## config.mk

```make
export PLATFORM = sky130hd
export DESIGN_NAME = multi_cycle_addsub_flat
export DESIGN_NICKNAME = d
export VERILOG_FILES = /design/src/rtl/multi_cycle_addsub_if.sv /design/src/rtl/multi_cycle_addsub.sv /design/src/flat_wrapper.sv
export SDC_FILE = /design/constraint.sdc
export NUM_CORES = 1
export LEC_CHECK = 0
export CAP_MARGIN = 25
export CORE_ASPECT_RATIO = 1.4
export CORE_MARGIN = 2
export CORE_UTILIZATION = 30
export CTS_CLUSTER_DIAMETER = 200
export DETAILED_ROUTE_END_ITERATION = 7
export SYNTH_ARGS = -nofsm -noshare
export SYNTH_HDL_FRONTEND = slang
export SYNTH_SLANG_ARGS = --single-unit
```

## constraint.sdc

```tcl
create_clock -name clk -period 4.1 [get_ports clk]
set_input_delay 0.615 -clock clk [delete_from_list [all_inputs] [get_ports clk]]
set_output_delay 0.615 -clock clk [all_outputs]
set_load 0.005 [all_outputs]
```

## src/rtl/multi_cycle_addsub_if.sv

```systemverilog
// Operand/result bundle for the multi-cycle chunked adder/subtractor.
// The master drives the request; the slave (the datapath) returns status and result.
interface multi_cycle_addsub_if #(
    parameter int unsigned WIDTH = 16
);
    logic             start;
    logic             sub;
    logic [WIDTH-1:0] a;
    logic [WIDTH-1:0] b;
    logic             busy;
    logic             done;
    logic [WIDTH-1:0] s;
    logic             co;
    logic             ov;

    modport master (
        output start, sub, a, b,
        input  busy, done, s, co, ov
    );

    modport slave (
        input  start, sub, a, b,
        output busy, done, s, co, ov
    );
endinterface

```

## src/rtl/multi_cycle_addsub.sv

```systemverilog
// Adder/subtractor that ripples CHUNK bits per clock, LSB chunk first, over WIDTH/CHUNK cycles.
// Subtraction is a + ~b + 1, so co means "no borrow" in that mode.
module multi_cycle_addsub #(
    parameter int unsigned WIDTH = 16,
    parameter int unsigned CHUNK = 4
) (
    input logic                 clk,
    input logic                 rst,
    multi_cycle_addsub_if.slave bus
);
    localparam int unsigned NSTEP = WIDTH / CHUNK;
    localparam int unsigned CW    = (NSTEP > 1) ? $clog2(NSTEP) : 1;

    localparam logic [1:0] StIdle = 2'd0;
    localparam logic [1:0] StRun  = 2'd1;
    localparam logic [1:0] StDone = 2'd2;

    logic [1:0]       state_q;
    logic [CW-1:0]    cnt_q;
    logic [WIDTH-1:0] a_q;
    logic [WIDTH-1:0] b_q;
    logic [WIDTH-1:0] s_q;
    logic             c_q;
    logic             co_q;
    logic             ov_q;

    logic [CHUNK-1:0] x;
    logic [CHUNK-1:0] y;
    logic [CHUNK-1:0] sum;
    logic [CHUNK:0]   carry;
    logic [WIDTH-1:0] s_next;
    logic             last;

    // One chunk of full-add cells on the slice selected by the step counter.
    always_comb begin
        x        = CHUNK'(a_q >> (cnt_q * CHUNK));
        y        = CHUNK'(b_q >> (cnt_q * CHUNK));
        sum      = '0;
        carry    = '0;
        carry[0] = c_q;
        for (int unsigned i = 0; i < CHUNK; i++) begin
            sum[i]     = x[i] ^ y[i] ^ carry[i];
            carry[i+1] = (x[i] & y[i]) | (x[i] & carry[i]) | (y[i] & carry[i]);
        end
        s_next = s_q;
        for (int unsigned k = 0; k < NSTEP; k++) begin
            if (cnt_q == CW'(k)) begin
                s_next[k*CHUNK +: CHUNK] = sum;
            end
        end
        last = (cnt_q == CW'(NSTEP - 1));
    end

    always_ff @(posedge clk or posedge rst) begin
        if (rst) begin
            state_q <= StIdle;
            cnt_q   <= '0;
            a_q     <= '0;
            b_q     <= '0;
            s_q     <= '0;
            c_q     <= 1'b0;
            co_q    <= 1'b0;
            ov_q    <= 1'b0;
        end else begin
            case (state_q)
                // DONE accepts a new request exactly like IDLE for back-to-back throughput.
                StIdle, StDone: begin
                    if (bus.start) begin
                        a_q     <= bus.a;
                        b_q     <= bus.b ^ {WIDTH{bus.sub}};
                        c_q     <= bus.sub;
                        cnt_q   <= '0;
                        state_q <= StRun;
                    end else begin
                        state_q <= StIdle;
                    end
                end
                StRun: begin
                    s_q   <= s_next;
                    c_q   <= carry[CHUNK];
                    cnt_q <= cnt_q + CW'(1);
                    if (last) begin
                        co_q    <= carry[CHUNK];
                        ov_q    <= carry[CHUNK] ^ carry[CHUNK-1];
                        state_q <= StDone;
                    end
                end
                default: state_q <= StIdle;
            endcase
        end
    end

    assign bus.busy = (state_q == StRun);
    assign bus.done = (state_q == StDone);
    assign bus.s    = s_q;
    assign bus.co   = co_q;
    assign bus.ov   = ov_q;
endmodule

```

## src/flat_wrapper.sv

```systemverilog
// flat-port wrapper written by rule: the top's interface ports become plain ports
module multi_cycle_addsub_flat 
#(
    parameter int unsigned WIDTH = 16,
    parameter int unsigned CHUNK = 4
)
  (clk, rst, bus_start, bus_sub, bus_a, bus_b, bus_busy, bus_done, bus_s, bus_co, bus_ov);
  multi_cycle_addsub_if #(.WIDTH(WIDTH)) bus_i ();
  input logic clk;
  input logic rst;
  input wire logic [$bits(bus_i.start)-1:0] bus_start;
  input wire logic [$bits(bus_i.sub)-1:0] bus_sub;
  input wire logic [$bits(bus_i.a)-1:0] bus_a;
  input wire logic [$bits(bus_i.b)-1:0] bus_b;
  output wire logic [$bits(bus_i.busy)-1:0] bus_busy;
  output wire logic [$bits(bus_i.done)-1:0] bus_done;
  output wire logic [$bits(bus_i.s)-1:0] bus_s;
  output wire logic [$bits(bus_i.co)-1:0] bus_co;
  output wire logic [$bits(bus_i.ov)-1:0] bus_ov;
  assign bus_i.start = bus_start;
  assign bus_i.sub = bus_sub;
  assign bus_i.a = bus_a;
  assign bus_i.b = bus_b;
  assign bus_busy = bus_i.busy;
  assign bus_done = bus_i.done;
  assign bus_s = bus_i.s;
  assign bus_co = bus_i.co;
  assign bus_ov = bus_i.ov;
  multi_cycle_addsub #(.WIDTH(WIDTH), .CHUNK(CHUNK)) u_core (.clk(clk), .rst(rst), .bus(bus_i));
endmodule
```

; After elaboration in Yosys (flattened, before gate mapping)
; Index checks and enable logic that the tools add are counted.
[classes]
n_mux = 7
eq_ne = 7
shifts = 2
n_bitwise = 30
n_addsub = 1
n_reduce_logical = 10
[ops]
columns = op, count
row1 = right shift 16 x 4 -> 4 bit, 2
row2 = XOR 16 bit, 1
row3 = bitwise AND 1 bit, 12
row4 = AND reduction 2 bit, 6
row5 = XOR 1 bit, 9
row6 = bitwise OR 1 bit, 8
row7 = case mux 2 bit (2 select lines), 2
row8 = == test 2 bit (second input constant), 3
row9 = == test 2 x 1 -> 1 bit (second input constant), 2
row10 = zero test 2 bit, 2
row11 = 2-to-1 mux 2 bit, 2
row12 = adder 2 x 1 -> 2 bit (second input constant), 1
row13 = 2-to-1 mux 1 bit, 2
row14 = != test 2 x 1 -> 1 bit (second input constant), 1
row15 = != test 2 bit (second input constant), 1
row16 = case mux 1 bit (2 select lines), 1
row17 = nonzero test 2 bit, 1
row18 = OR reduction 2 bit, 1
[word_totals]
in_bits = 36
regBits = 55
output_inout_bits = 20
elab_cells = 68

; Depth between registers and ports, before layout
; Gate-level depths: netlist (run 1).
[depth]
depth_word = 14
depth_mapped = 10
mapped_depth_nobuf = 9

; Worst setup path after synthesis (run 1)
; OpenSTA, ideal clock, no wires.
[synth_path]
path_kind = reg-to-reg
start = reg u_core.cnt_q[0]
end = reg u_core.s_q[15] (netlist: u_core.bus.s[15])
path_buffers = 1
period_less_slack_ns = 3.079
path_stages_with_launch = 9
path_slack_ns = 1.021
arrival_ns = 2.993
setup_ns = 0.086
required_time_ns = 4.014
path_cell_list = dfrtp_1 > buf_4 > mux4_2 > fa_1 > fa_1 > fa_1 > inv_1 > fa_1 > o21ai_0
[synth_between]
elab_chain_cells = 11
word_cells_on_any_way = 21
cone_classes = eq/ne: 1 / shift: 2 / bitwise: 17 / reduce/logical: 1
[synth_rtl]
columns = item, line_no
row1 = "start, declared", multi_cycle_addsub.sv:19  ; logic [CW-1:0] cnt_q;
row2 = "start signal, assigned", multi_cycle_addsub.sv:81  ; cnt_q <= cnt_q + CW'(1);
row3 = "right shift 16 x 4 -> 4 bit, on equally long branches", "multi_cycle_addsub.sv:36, multi_cycle_addsub.sv:37"
row4 = bitwise AND 1 bit, multi_cycle_addsub.sv:43  ; carry[i+1] = (x[i] & y[i]) | (x[i] & carry[i]) | (y[i] & carry[i]);
row5 = bitwise OR 1 bit (2 in series), multi_cycle_addsub.sv:43
row6 = bitwise AND 1 bit, multi_cycle_addsub.sv:43
row7 = bitwise OR 1 bit (2 in series), multi_cycle_addsub.sv:43
row8 = bitwise AND 1 bit, multi_cycle_addsub.sv:43
row9 = bitwise OR 1 bit (2 in series), multi_cycle_addsub.sv:43
row10 = XOR 1 bit, multi_cycle_addsub.sv:42  ; sum[i] = x[i] ^ y[i] ^ carry[i];
row11 = "end signal, assigned", multi_cycle_addsub.sv:79  ; s_q <= s_next;
row12 = "end, declared", multi_cycle_addsub.sv:22  ; logic [WIDTH-1:0] s_q;
; Several ways; a longest one is shown, not always the timed one.
; A chain may end at the register's enable or synchronous reset.

; Worst setup path in the final report (run 1)
; Ends and elaborated chain as after synthesis.

==> results of run 1 <==
metrics by stage:
| step | setup slack (ns) | hold WS, ns |
|---|---|---|
| finish | 0.947 | 0.475 |
| global route | 0.712 | 0.512 |
| CTS | 0.911 | 0.486 |
| detailed placement | 0.938 | 0.471 |
| global placement | 0.997 | 0.464 |
| floorplan | 1.02 | 0.445 |
state kept, by name, indices dropped and copies added, names as in the netlist:
name	flops
u_core.b_q	16
u_core.bus.ov	1
u_core.a_q	16
u_core.bus.s	16
u_core.state_q	2
u_core.bus.co	1
u_core.c_q	1
u_core.cnt_q	2
worst min path at each step:
stage                          startpoint                    endpoint  cells after the start
6_report       u_core.b_q[14]$_DFFE_PP0P_  u_core.b_q[14]$_DFFE_PP0P_                      2
5_1_grt         u_core.b_q[2]$_DFFE_PP0P_   u_core.b_q[2]$_DFFE_PP0P_                      2
4_1_cts         u_core.b_q[2]$_DFFE_PP0P_   u_core.b_q[2]$_DFFE_PP0P_                      2
3_3_place_gp    u_core.b_q[6]$_DFFE_PP0P_   u_core.b_q[6]$_DFFE_PP0P_                      2
3_5_place_dp    u_core.b_q[2]$_DFFE_PP0P_   u_core.b_q[2]$_DFFE_PP0P_                      2
2_1_floorplan  u_core.b_q[10]$_DFFE_PP0P_  u_core.b_q[10]$_DFFE_PP0P_                      2
area by class of cell:
type                            instances  area (um^2)
Tap cell                              105          131
Inverter                                8         30.0
Fill cell                             813         5170
Timing Repair Buffer                   57          578
Sequential cell                        55         1380
Clock buffer                            7          133
Clock inverter                          1         5.00
Multi-Input combinational cell        123         1130
Yosys cell counts, types with 4 or more instances:
| library cell | n | area [um^2] |
|---|---|---|
| buf_2 | 4 | 20.0 |
| buf_6 | 4 | 45.0 |
| dfrtp_1 | 55 | 1380 |
| fa_1 | 4 | 80.1 |
| ha_1 | 4 | 50.1 |
| inv_1 | 8 | 30.0 |
| mux2_2 | 13 | 146 |
| mux2_4 | 15 | 225 |
| mux4_2 | 8 | 180 |
| nand2_1 | 24 | 90.1 |
| nand3b_1 | 4 | 30.0 |
| o21ai_0 | 24 | 120 |
| xnor2_1 | 16 | 140 |
report_power, final:
group / switching (uW) / leakage [uW] / internal (uW)
Sequential: 191 / 0.000664 / 820
Combinational: 556 / 0.000733 / 777
Clock: 174 / 0.0000679 / 226
tightest hold or removal path: stages (launching register included):
cell and delay (ns):
dfrtp_1 0.34, nand2_1 0.04, o21ai_0 0.06
logic make-up after synthesis:
| family | after synthesis |
|---|---|
| buffers and inverters | 19 |
| muxes | 36 |
| adders and majority gates | 8 |
| AOI/OAI and AO/OA | 27 |
| DFF | 55 |
| and+or+nand+nor | 35 |
| xor gates and xnor gates | 17 |
metal layers:
metal	GRT usage	routed length, um
met1	0.124	2090
met5	0	0
met2	0.197	2520
met4	0.0295	56
met3	0.0310	226
cell usage in the layout (no fill, tap or decap), types with 2 or more instances in the layout:
cell,synthesis,final
mux2_2,13,13
nand3_1,2,2
inv_1,8,7
fa_1,4,4
mux2_4,15,15
nand3b_1,4,4
o21ai_0,24,24
nand2_1,24,24
dfrtp_1,55,55
nor2b_1,2,2
a21oi_1,2,2
ha_1,4,4
mux4_2,8,8
clkdlybuf4s50_1,0,55
xnor2_1,16,16
clkbuf_16,0,5
clkbuf_1,1,2
==> impl_metrics.env, run 1 <==
export IMPL_post_cts_setup_buffers=0
export IMPL_post_cts_resized=0
export IMPL_ant_nets=0
export IMPL_hpwl_um=3840
export IMPL_p_leak_uw=0.00146
export IMPL_ys_flop_type="dfrtp_1"
export IMPL_antenna_cells=0
export IMPL_via_count=1557
export IMPL_tns_ns=0
export IMPL_cts_tree="done"
export IMPL_drive_above_1_share=0.183
export IMPL_gp_congestion=0.703
export IMPL_drv_slew=0
export IMPL_syn_inst=197
export IMPL_clock_path_buffers=2
export IMPL_synth_xor_area_share=0.0567
export IMPL_finish_utilization=0.396
export IMPL_asyncSetResetFlopFracSynth=1.00
export IMPL_dp_cells=348
export IMPL_core_area_um2=8560
export IMPL_powerDensity_nw_per_um2=810
export IMPL_rows=40
export IMPL_dieArea_um2=9520
export IMPL_syn_area_per_cell_um2=13.3
export IMPL_grt_max_degree=52
export IMPL_clock_fmax_mhz=317
export IMPL_worst_pin_slew_ns=0.898
export IMPL_ioPinCount=56
export IMPL_gr_total_overflow=0
export IMPL_first_iter_violations=35
export IMPL_finalPower_uw=2740
export IMPL_cp_required_ns=4.30
export IMPL_grt_pass1_wl_um=8160
export IMPL_synthSimpleGateAreaFrac=0.0634
export IMPL_cts_clk_slew_worst_paths_ns=0.07
export IMPL_vdd_drop_max_mv=0.359
export IMPL_crit_slowest_cell="mux4_2"
export IMPL_grt_pass1_vias=1651
export IMPL_endpoint_kind="flop"
export IMPL_dr_pass1_iters=4
export IMPL_crit_end="u_core.bus.s[15]$_DFFE_PP0P_"
export IMPL_slowest_delay_ns=0.57
export IMPL_fin_crit_ns=3.15
export IMPL_critical_path_class="flop to flop"
export IMPL_synth_top_family_by_area="multiplexers"
export IMPL_yosys_cell_types_count=23
export IMPL_viasPerCell=4.37
export IMPL_htree_levels=2
export IMPL_crit_family="adder cells"
export IMPL_drc=0
export IMPL_routed_wl_um=4890
export IMPL_setup_viol=0
export IMPL_cp_num_cells=7
export IMPL_hold_class="flop to flop"
export IMPL_rr_worst_depth=7
export IMPL_nets=294
export IMPL_io_buffer_count=55
export IMPL_rsz0062_at_grt="false"
export IMPL_gr_usage_all_layers=0.108
export IMPL_worstPathMaxFanout=6
export IMPL_synth_fa_ha_area_frac=0.0496
export IMPL_die_w_um=83.1
export IMPL_initial_core_util=0.307
export IMPL_cap_violations=0
export IMPL_slew_headroom=0.400
export IMPL_hold_viol=0
export IMPL_finalInstanceArea_um2=3390
export IMPL_ctsHoldBuffers=0
export IMPL_die_h_um=115
export IMPL_critPathLaunch="u_core.cnt_q[0]$_DFFE_PP0P_"
export IMPL_path_cells="mux4_2 -> fa_1 -> fa_1 -> fa_1 -> inv_1 -> fa_1 -> o21ai_0"
export IMPL_rrSetupSlack_ns=0.95
export IMPL_synthesis_area_um2=2630
export IMPL_ys_ff_latch=55
export IMPL_synth_fp_nets=241
export IMPL_finClkSkew_ns=0.00617
export IMPL_ys_warnings_count=0
export IMPL_r2r_start="u_core.cnt_q[0]$_DFFE_PP0P_"
export IMPL_setup_worst_path_start_class="flop"
export IMPL_crit_buf_inv=1
export IMPL_instances_no_fill=356
export IMPL_synth_edf_count=0
export IMPL_rr_endpoint="u_core.bus.s[15]$_DFFE_PP0P_"
export IMPL_yosysSeqAreaShare=0.524
export IMPL_synth_compound_area_frac=0.0524
export IMPL_clock_latency_ns=0.28
export IMPL_cts_sinks=55
export IMPL_cts_root_buf="clkbuf_16"
export IMPL_arrival_ns=3.35
export IMPL_placed_cell_area_um2=3250
export IMPL_cts_buffers=5
export IMPL_routedWlPerCell_um=13.7
export IMPL_antenna_found_initial=0
export IMPL_status="completed"
export IMPL_synth_mux_area_fraction=0.210
export IMPL_cp_common_cell="fa_1"
export IMPL_finalCritPeriodShare=0.769
export IMPL_syn_to_final_growth_pct=29.1
(Power assumes the default switching activity.)
==> run 2: changes to the inputs <==
==> constraint.sdc (replaced) <==
create_clock -name clk -period 2.99 [get_ports clk]
set_input_delay 0.4485 -clock clk [delete_from_list [all_inputs] [get_ports clk]]
set_output_delay 0.4485 -clock clk [all_outputs]
set_load 0.005 [all_outputs]
==> impl_metrics.env, run 2 (synthesis results as in run 1) <==
export IMPL_finalCritPeriodShare=0.947
export IMPL_hpwl_um=3680
export IMPL_dp_slack_ns=0.0260
export IMPL_gr_total_overflow=0
export IMPL_nets=297
export IMPL_tns_ns=0
export IMPL_rsz0062_at_grt="false"
export IMPL_clock_fmax_mhz=353
export IMPL_path_cells="mux4_2 -> fa_2 -> fa_2 -> fa_2 -> inv_1 -> fa_2 -> o21ai_1"
export IMPL_drv_slew=0
export IMPL_fin_ws_ns=0.158
export IMPL_min_to="u_core.b_q[11]$_DFFE_PP0P_"
export IMPL_routedWlPerCell_um=13.8
export IMPL_status="completed"
export IMPL_core_area_um2=8560
export IMPL_hold_depth=2
export IMPL_fin_crit_ns=2.83
export IMPL_clock_path_buffers=2
export IMPL_endpoint_kind="flop"
export IMPL_vdd_drop_max_mv=0.526
export IMPL_critical_path_class="flop to flop"
export IMPL_powerDensity_nw_per_um2=1140
export IMPL_ioPinCount=56
export IMPL_drc=0
export IMPL_ant_nets=0
export IMPL_slew_headroom=0.399
export IMPL_cp_common_cell="fa_2"
export IMPL_die_h_um=115
export IMPL_finClkSkew_ns=0.00380
export IMPL_worst_pin_slew_ns=0.899
export IMPL_drive_above_1_share=0.220
export IMPL_cp_required_ns=3.20
export IMPL_final_common_cell="clkdlybuf4s50_1"
export IMPL_rr_worst_depth=7
export IMPL_nFillCells=832
export IMPL_rows=40
export IMPL_gp_congestion=0.735
export IMPL_grt_pass1_wl_um=8500
export IMPL_arrival_ns=3.04
export IMPL_cts_root_buf="clkbuf_16"
export IMPL_worstPathMaxFanout=4
export IMPL_crit_family="adder cells"
export IMPL_grt_pass1_vias=1647
export IMPL_cts_tree="done"
export IMPL_layout_common_cells="clkdlybuf4s50_1 (55), dfrtp_1 (54), nand2_1 (24)"
export IMPL_clock_latency_ns=0.29
export IMPL_htree_levels=2
export IMPL_gr_usage_all_layers=0.116
export IMPL_p_leak_uw=0.00148
export IMPL_dieArea_um2=9520
export IMPL_cts_sinks=55
export IMPL_antenna_cells=0
export IMPL_routed_wl_um=4950
export IMPL_cts_buffers=5
export IMPL_initial_core_util=0.307
export IMPL_worstHoldStart="u_core.b_q[11]$_DFFE_PP0P_"
export IMPL_rrSetupSlack_ns=0.16
export IMPL_r2r_start="u_core.cnt_q[0]$_DFFE_PP0P_"
export IMPL_crit_buf_inv=1
export IMPL_via_count=1591
export IMPL_die_w_um=83.1
export IMPL_antenna_found_initial=0
export IMPL_dr_pass1_iters=4
export IMPL_cp_num_cells=7
export IMPL_setup_worst_path_start_class="flop"
export IMPL_cap_violations=0
export IMPL_rr_endpoint="u_core.bus.s[15]$_DFFE_PP0P_"
export IMPL_instances_no_fill=359
export IMPL_hold_class="flop to flop"
export IMPL_grt_max_degree=56
export IMPL_cts_clk_slew_worst_paths_ns=0.07
export IMPL_timing_hold_ws_ns=0.476
export IMPL_crit_slowest_cell="mux4_2"
export IMPL_slowest_delay_ns=0.54
export IMPL_finish_utilization=0.401
export IMPL_syn_to_final_growth_pct=30.7
export IMPL_first_iter_violations=67
export IMPL_viasPerCell=4.43
export IMPL_post_cts_setup_buffers=0
export IMPL_io_buffer_count=55
export IMPL_dp_cells=351
export IMPL_setup_viol=0
export IMPL_hold_viol=0
==> run 2: cell type report <==
| type | count | area [um^2] | area share |
|---|---|---|---|
| Sequential cell | 55 | 1380 | 0.401 |
| Multi-Input combinational cell | 123 | 1150 | 0.335 |
| Timing Repair Buffer | 60 | 588 | 0.171 |
| Clock buffer | 8 | 156 | 0.0456 |
| Tap cell | 105 | 131 | 0.0383 |
| Inverter | 8 | 30.0 | 0.00875 |
==> run 2: worst max-delay path by stage <==
stage                                 from                      endpoint
5_1_grt        u_core.cnt_q[0]$_DFFE_PP0P_   u_core.bus.s[3]$_DFFE_PP0P_
2_1_floorplan  u_core.cnt_q[0]$_DFFE_PP0P_  u_core.bus.s[15]$_DFFE_PP0P_
6_report       u_core.cnt_q[0]$_DFFE_PP0P_  u_core.bus.s[15]$_DFFE_PP0P_
3_3_place_gp   u_core.cnt_q[0]$_DFFE_PP0P_  u_core.bus.s[15]$_DFFE_PP0P_
3_5_place_dp   u_core.cnt_q[0]$_DFFE_PP0P_   u_core.bus.s[7]$_DFFE_PP0P_
4_1_cts        u_core.cnt_q[0]$_DFFE_PP0P_   u_core.bus.s[7]$_DFFE_PP0P_
==> run 2: worst reg2reg max path, stage by stage (launching register included) <==
cell and delay (ns):
dfrtp_2 0.40, mux4_2 0.54, fa_2 0.40, fa_2 0.35, fa_2 0.36, inv_1 0.09, fa_2 0.47, o21ai_1 0.14
==> run 2: what timing repair did <==
action / in CTS / in global routing
endpoints found under the setup margin: 0 / 4
hold buffers: 0 / 0
resized for setup: 0 / 8
==> run 2: where the power goes <==
part | internal, uW | switching [uW]
combinational | 1140 | 829
sequential | 1130 | 221
clock | 357 | 245
==> run 2: metrics by stage <==
step / total power, uW / instance area [um^2]
3_5_place_dp: 3310 / 3270
5_1_grt: 4280 / 3430
3_3_place_gp: 3270 / 3270
4_1_cts: 3930 / 3420
6_report: 3920 / 3430
2_1_floorplan: 2650 / 2630
==> run 2: per-layer routing <==
metal / vias to the layer above / global-route usage / wire [um]
li1: 778 / - / -
met1: 762 / 0.141 / 2120
met2: 45 / 0.194 / 2470
met3: 6 / 0.0281 / 252
met4: 0 / 0.0525 / 104
met5: - / 0 / 0
==> edit 1: new RTL, config.mk and constraints of run 1 <==
Make the reset (`rst`) synchronous in one clocked block.
--- a/src/rtl/multi_cycle_addsub.sv
+++ b/src/rtl/multi_cycle_addsub.sv
@@ -53,3 +53,3 @@
 
-    always_ff @(posedge clk or posedge rst) begin
+    always_ff @(posedge clk) begin
         if (rst) begin
Formal check against the unedited RTL: differs if rst is asserted again (counterexample within 4 cycles, from zero or initial values and one cycle with rst high); with rst held inactive, the same outputs for 10 cycles.
==> edit 1 against run 1 <==
  * Area after synthesis shrank 4.6%
  * Clock skew grew 0.0011 ns
  * First-iteration DRC count grew 130%
  * Critical endpoint is now u_core.bus.s[3]$_SDFFE_PP0P_
  * Worst setup slack lost 0.17 ns
  * Routed wire length grew 7.1%
  * Utilization grew 0.71 points
  * Final area shrank 3.1%
  * Sequential cell count is the same
Power is not compared: it rests on default switching activity, and its combinational part moved more than twofold at a synthesized area within 25%.
==> edit 1: results (changes against run 1) <==
Outcome:
- The flow ran to the end, and the final reports show no timing, DRC or antenna violations.

Clocking:
- The number of buffers inserted during clock tree synthesis is 5 (unchanged).
- The buffer cell driving the clock tree root is sky130_fd_sc_hd__clkbuf_16.
- The maximum count of clock buffers along a single path is 2 (unchanged).
- The deepest level of the CTS H-tree was 2 (unchanged).
- The clock slew at the register clock pins of the worst setup and hold paths was 0.07 ns (about the same).
- The post-CTS setup repair buffer count came to 0 (unchanged).
- The post-cts gate resize count is 0 (unchanged).
- Clock latency on the worst-skew pair, taken at its later pin, is 0.29 ns.

Global routing:
- The number of antenna violations at the first check in global routing is 0 (unchanged).
- The total global-route track usage is 0.123 (+0.0145).
- The global-route wire length before repair came to 8.75 mm (+7.3%).
- The pin count of the biggest net entering global routing was 50 (-3.8%).
- The via count of the first global-routing pass is 1,829 (+11%).

Detailed routing:
- The iteration-0 DRC count of the detailed router was 82 (+130%).
- The detailed-route wire length was 5.24 mm (+7.1%).
- The detailed router used layers up to and including met4.
- The number of vias after detailed routing is 1,865 (+20%).
- The met1 layer wirelength in the final routing was 2.38 mm (+14%).
- The detailed route wirelength on metal2 is 2.58 mm (+2.4%).
- The met3 wirelength from detailed routing was 171 um (-24%).
- The detailed-routing iteration count for the pre-antenna-repair pass was 4 (unchanged).

STA:
- The transition time at the pin with the least slew margin is 0.932 ns (+0.0344 ns).
- The final setup skew is 0.00728 ns (+0.00112 ns).

Critical path:
- The peak per-stage delay on the critical path is 0.58 ns.
- The largest fanout of any net on the critical path was 6 (unchanged).
- Among cell families on the critical path, the largest total delay comes from adder cells.
- The cell with the largest stage delay on the worst path is sky130_fd_sc_hd__mux4_2.
- The worst endpoint data arrival time is 3.51 ns (+0.16 ns).
- The worst-case register-to-register setup slack is 0.78 ns (-0.17 ns).

Power:
- The worst-case IR drop observed on VDD is 0.183 mV.
- The net switching power is 0.305 mW.
- The static leakage is 1.12 nW.

Place:
- The number of port buffers was 55 (unchanged).
- The global placer's final weighted congestion is 0.767 (+9.0%).
- The half-perimeter wire length after placement is 3.84 mm (+0.18%).

Layout:
- The number of diodes added for antenna fixing is 0 (unchanged).
- The share of cells above drive strength 1 is 0.111 (-0.0718).
- The number of fill cells in the layout is 817 (+0.49%).
- The post-layout net count is 349 (+19%).

Synth:
- The share of synthesized flip-flops with an asynchronous set or reset is 0 (-1.00).
- The fraction of the yosys area taken by sequential cells is 0.440 (-0.0845).
- Sorting the synthesized cells by area gives the leading types as sky130_fd_sc_hd__dfxtp_1, sky130_fd_sc_hd__mux4_2, sky130_fd_sc_hd__nand2_1.
- The Yosys warning count is 0 (unchanged).
- The distinct cell type count of the synthesized netlist is 28 (+22%).
- The commonest cells after synthesis are sky130_fd_sc_hd__dfxtp_1, sky130_fd_sc_hd__nand2_1, sky130_fd_sc_hd__a21oi_1.
- The net count after synthesis is 302 (+25%).

Hold path:
- The class of the tightest hold or removal check is flip-flop to flip-flop.
[edit 1: through the flow]
stage / cell area [sq um] / std cells / utilization / hold slack (ns) / setup WS (ns)
2_1_floorplan: 2500 / 258 / - / 0.433 / 0.874
3_3_place_gp: 3090 / 398 / 0.379 / 0.445 / 0.844
3_5_place_dp: 3110 / 399 / 0.381 / 0.448 / 0.772
4_1_cts: 3260 / 406 / 0.401 / 0.457 / 0.743
5_1_grt: 3280 / 407 / 0.403 / 0.471 / 0.613
6_report: 3280 / 407 / 0.403 / 0.453 / 0.776
[edit 1: worst reg2reg max path: stages, from the launching register on]
cell and delay, ns:
sky130_fd_sc_hd__dfxtp_1 0.54, sky130_fd_sc_hd__mux4_2 0.58, sky130_fd_sc_hd__fa_1 0.45, sky130_fd_sc_hd__fa_1 0.40
sky130_fd_sc_hd__fa_1 0.41, sky130_fd_sc_hd__inv_1 0.09, sky130_fd_sc_hd__fa_1 0.47, sky130_fd_sc_hd__a311oi_1 0.29
[edit 1: per-layer routing]
layer	vias up	GRT usage
li1	968	-
met1	852	0.161
met2	40	0.197
met3	5	0.0233
met4	0	0.0508
met5	-	0
[edit 1: path summary, 6_finish.rpt]
kind / from / depth (start not counted) / to
max: u_core.cnt_q[0]$_SDFFE_PP0P_ / 7 / u_core.bus.s[3]$_SDFFE_PP0P_
min: u_core.bus.s[8]$_SDFFE_PP0P_ / 2 / u_core.bus.s[8]$_SDFFE_PP0P_
max reg2reg: u_core.cnt_q[0]$_SDFFE_PP0P_ / 7 / u_core.bus.s[3]$_SDFFE_PP0P_
min reg2reg: u_core.bus.s[8]$_SDFFE_PP0P_ / 2 / u_core.bus.s[8]$_SDFFE_PP0P_
[edit 1: area by class of cell]
cell class / instances / area share
clock buffers: 6 / 0.0392
clock inverters: 1 / 0.00914
inverters: 6 / 0.00724
multi-input cells: 178 / 0.387
flip-flops and latches: 55 / 0.335
well taps: 102 / 0.0389
repair buffers: 59 / 0.183
[edit 1: logic make-up (layout without fill, tap and decap cells)]
logic type | after synthesis | after routing | synth area share
and+or+nand+nor | 87 | 87 | 0.149
AOI/OAI and AO/OA | 54 | 54 | 0.157
xor gates and xnor gates | 17 | 17 | 0.0595
buffers and inverters | 25 | 72 | 0.0550
muxes | 12 | 12 | 0.0880
DFF | 55 | 55 | 0.440
adders and majority gates | 8 | 8 | 0.0520
[edit 1: power groups by stage]
stage	Sequential [mW]	Combinational [mW]	Clock [mW]
3_3_place_gp	0.598	0.208	0
6_report	0.585	0.213	0.466
2_1_floorplan	0.591	0.142	0
3_5_place_dp	0.598	0.212	0
4_1_cts	0.586	0.213	0.474
5_1_grt	0.590	0.235	0.493
==> edit 2: new RTL, flow settings as in run 1 <==
Made on the original files. `CHUNK` is set to 4 in 2 places; all go to 2.
--- a/src/rtl/multi_cycle_addsub.sv
+++ b/src/rtl/multi_cycle_addsub.sv
@@ -4,3 +4,3 @@
     parameter int unsigned WIDTH = 16,
-    parameter int unsigned CHUNK = 4
+    parameter int unsigned CHUNK = 2
 ) (
--- a/src/flat_wrapper.sv
+++ b/src/flat_wrapper.sv
@@ -4,3 +4,3 @@
     parameter int unsigned WIDTH = 16,
-    parameter int unsigned CHUNK = 4
+    parameter int unsigned CHUNK = 2
 )
Behaviour: not the same (Yosys sat finds a counterexample within 4 cycles, from zero or initial values and one cycle with rst high).
==> edit 2 against run 1 <==
  * Combinational power decreased by 12%
  * Global-route usage grew 0.57 points
  * Area after synthesis rose by 2.0%
  * Total power decreased by 5.2%
  * Worst setup slack better by 0.28 ns
  * Final area up 2.0%
  * Sequential cell count increased by 1
  * Routed wire length rose by 9.0%
  * Count of clock-buffer cells in the layout is 1 lower
  * Critical path type unchanged
==> edit 2: results (changes against run 1) <==
Outcome:
- The flow ran to the end, and the final reports show no timing, DRC or antenna violations.

Place:
- The global placer's final weighted congestion is 0.793 (+13%).
- The half-perimeter wire length after placement is 4.04 mm (+5.3%).

Detailed routing:
- The iteration-0 DRC count of the detailed router is 64 (+83%).
- The post-detailed-route via-to-cell ratio is 4.60 (+5.2%).
- The detail-routed net length per standard cell is 13.3 um (-3.5%).
- The count of nets left with antenna violations after detail routing is 0 (unchanged).
- The detailed-routing iteration count for the pre-antenna-repair pass is 6 (+2).
- The DRC violation count after routing is 0 (unchanged).

Synth:
- The Yosys warning count was 0 (unchanged).
- Sorting the synthesized cells by area gives the leading types as sky130_fd_sc_hd__dfrtp_1, sky130_fd_sc_hd__nand2_1, sky130_fd_sc_hd__xnor2_1.
- The distinct cell type count of the synthesized netlist came to 30 (+30%).
- The net count after synthesis came to 289 (+20%).
- After synthesis, the most frequently instantiated cells are sky130_fd_sc_hd__nand2_1, sky130_fd_sc_hd__dfrtp_1, sky130_fd_sc_hd__o21ai_0.
- The fraction of the yosys area taken by sequential cells came to 0.523 (-0.000944).

Layout:
- The number of diodes added for antenna fixing is 0 (unchanged).
- The share of cells above drive strength 1 is 0.0943 (-0.0890).
- The number of fill cells in the layout is 874 (+7.5%).
- The post-layout net count came to 341 (+16%).

Power:
- The power per unit of standard cell area was 753 nW/um^2 (-7.0%).
- The sequential fraction of design power was 0.396 (+0.028).
- The net switching share of the total power is 0.355 (+0.0196).
- The static leakage is 1.55 nW (+6.1%).
- The worst supply voltage drop on vdd was 0.383 mV (+6.7%).
- The reported clock group power was 0.401 mW (about the same).

Clocking:
- The clock reaches the later pin of the worst-skew pair after about 0.29 ns.
- The number of buffers inserted during clock tree synthesis is 5 (unchanged).
- The post-CTS setup repair buffer count is 0 (unchanged).
- The deepest level of the CTS H-tree was 2 (unchanged).

Global routing:
- The global-route wire length before repair is 8.79 mm (+7.8%).
- The total global-route track usage is 0.114 (+0.00571).
- The pin count of the biggest net entering global routing is 49 (-5.8%).
- The via count of the first global-routing pass is 1,788 (+8.3%).

Critical path:
- The worst endpoint data arrival time came to 3.08 ns (-0.27 ns).
- In this run the worst setup path begins at u_core.cnt_q[0]$_DFFE_PP0P_.
- The length in cells of the worst reg-to-reg path came to 7 (unchanged).
- For this design, the slowest cell found on the critical path is sky130_fd_sc_hd__dfrtp_1.
- The worst-case register-to-register setup slack was 1.22 ns (+0.28 ns).
- Broken down by cell family, the worst path's largest delay share belongs to adder cells.
- The largest fanout of any net on the critical path is 13 (+7).
- The peak per-stage delay on the critical path came to 0.73 ns (+0.16 ns).
- The critical path endpoint is u_core.bus.s[15]$_DFFE_PP0P_.

STA:
- The worst slew slack as a fraction of its limit is 0.402 (+0.00239).
- The final setup skew came to 0.00678 ns (+0.000606 ns).

Hold path:
- The tightest min-delay check is of the flip-flop to flip-flop type.
- The end point of the worst hold path is u_core.a_q[15]$_DFFE_PP0P_.
- The start point of the worst hold path is u_core.a_q[15]$_DFFE_PP0P_.
==> edit 2: changes by cell type in the layout (fill, tap and decap cells not counted), sizes merged, moves of 2 or more <==
| cell | before | now |
|---|---|---|
| nand4b | 0 | 3 |
| mux2i | 0 | 4 |
| mux2 | 28 | 8 |
| nor2 | 1 | 3 |
| nand2 | 24 | 77 |
| and3 | 0 | 2 |
| ha | 4 | 6 |
| nand3b | 4 | 2 |
| fa | 4 | 2 |
==> edit 2: kinds of logic (layout without fill, tap and decap cells) <==
group                    after synthesis  in the layout  synth area share
AND/OR/NAND/NOR                       93             93             0.155
flip-flops                            56             56             0.523
AO/OA/AOI/OAI                         29             29            0.0589
buffers and inverters                 22             74            0.0402
multiplexers                          20             20             0.124
XOR/XNOR                              17             17            0.0556
adder cells (fa/ha/maj)                8              8            0.0430
==> edit 2: through the flow <==
step                      cell area (sq um)  setup WS [ns]  hold slack, ns   util  std cells
after floorplan                        2680           1.63           0.437      -        245
after global placement                 3300           1.28           0.451  0.383        394
after detailed placement               3320           1.23           0.460  0.386        395
after CTS                              3450           1.21           0.477  0.401        402
after global routing                   3450           1.01           0.482  0.401        402
final                                  3450           1.22           0.470  0.401        402
==> edit 2: layout make-up <==
class | count | area share
timing repair buffer | 58 | 0.170
multi-input combinational | 167 | 0.338
sequential | 56 | 0.406
clock inverter | 1 | 0.00145
inverter | 9 | 0.00978
clock buffer | 6 | 0.0373
tap | 105 | 0.0380
==> edit 2: per-layer routing <==
layer | part of all wire | GRT usage | up-vias
met5 | 0 | 0 | -
li1 | - | - | 916
met2 | 0.52 | 0.198 | 50
met4 | 0.011 | 0.0452 | 0
met1 | 0.43 | 0.142 | 878
met3 | 0.044 | 0.0207 | 5
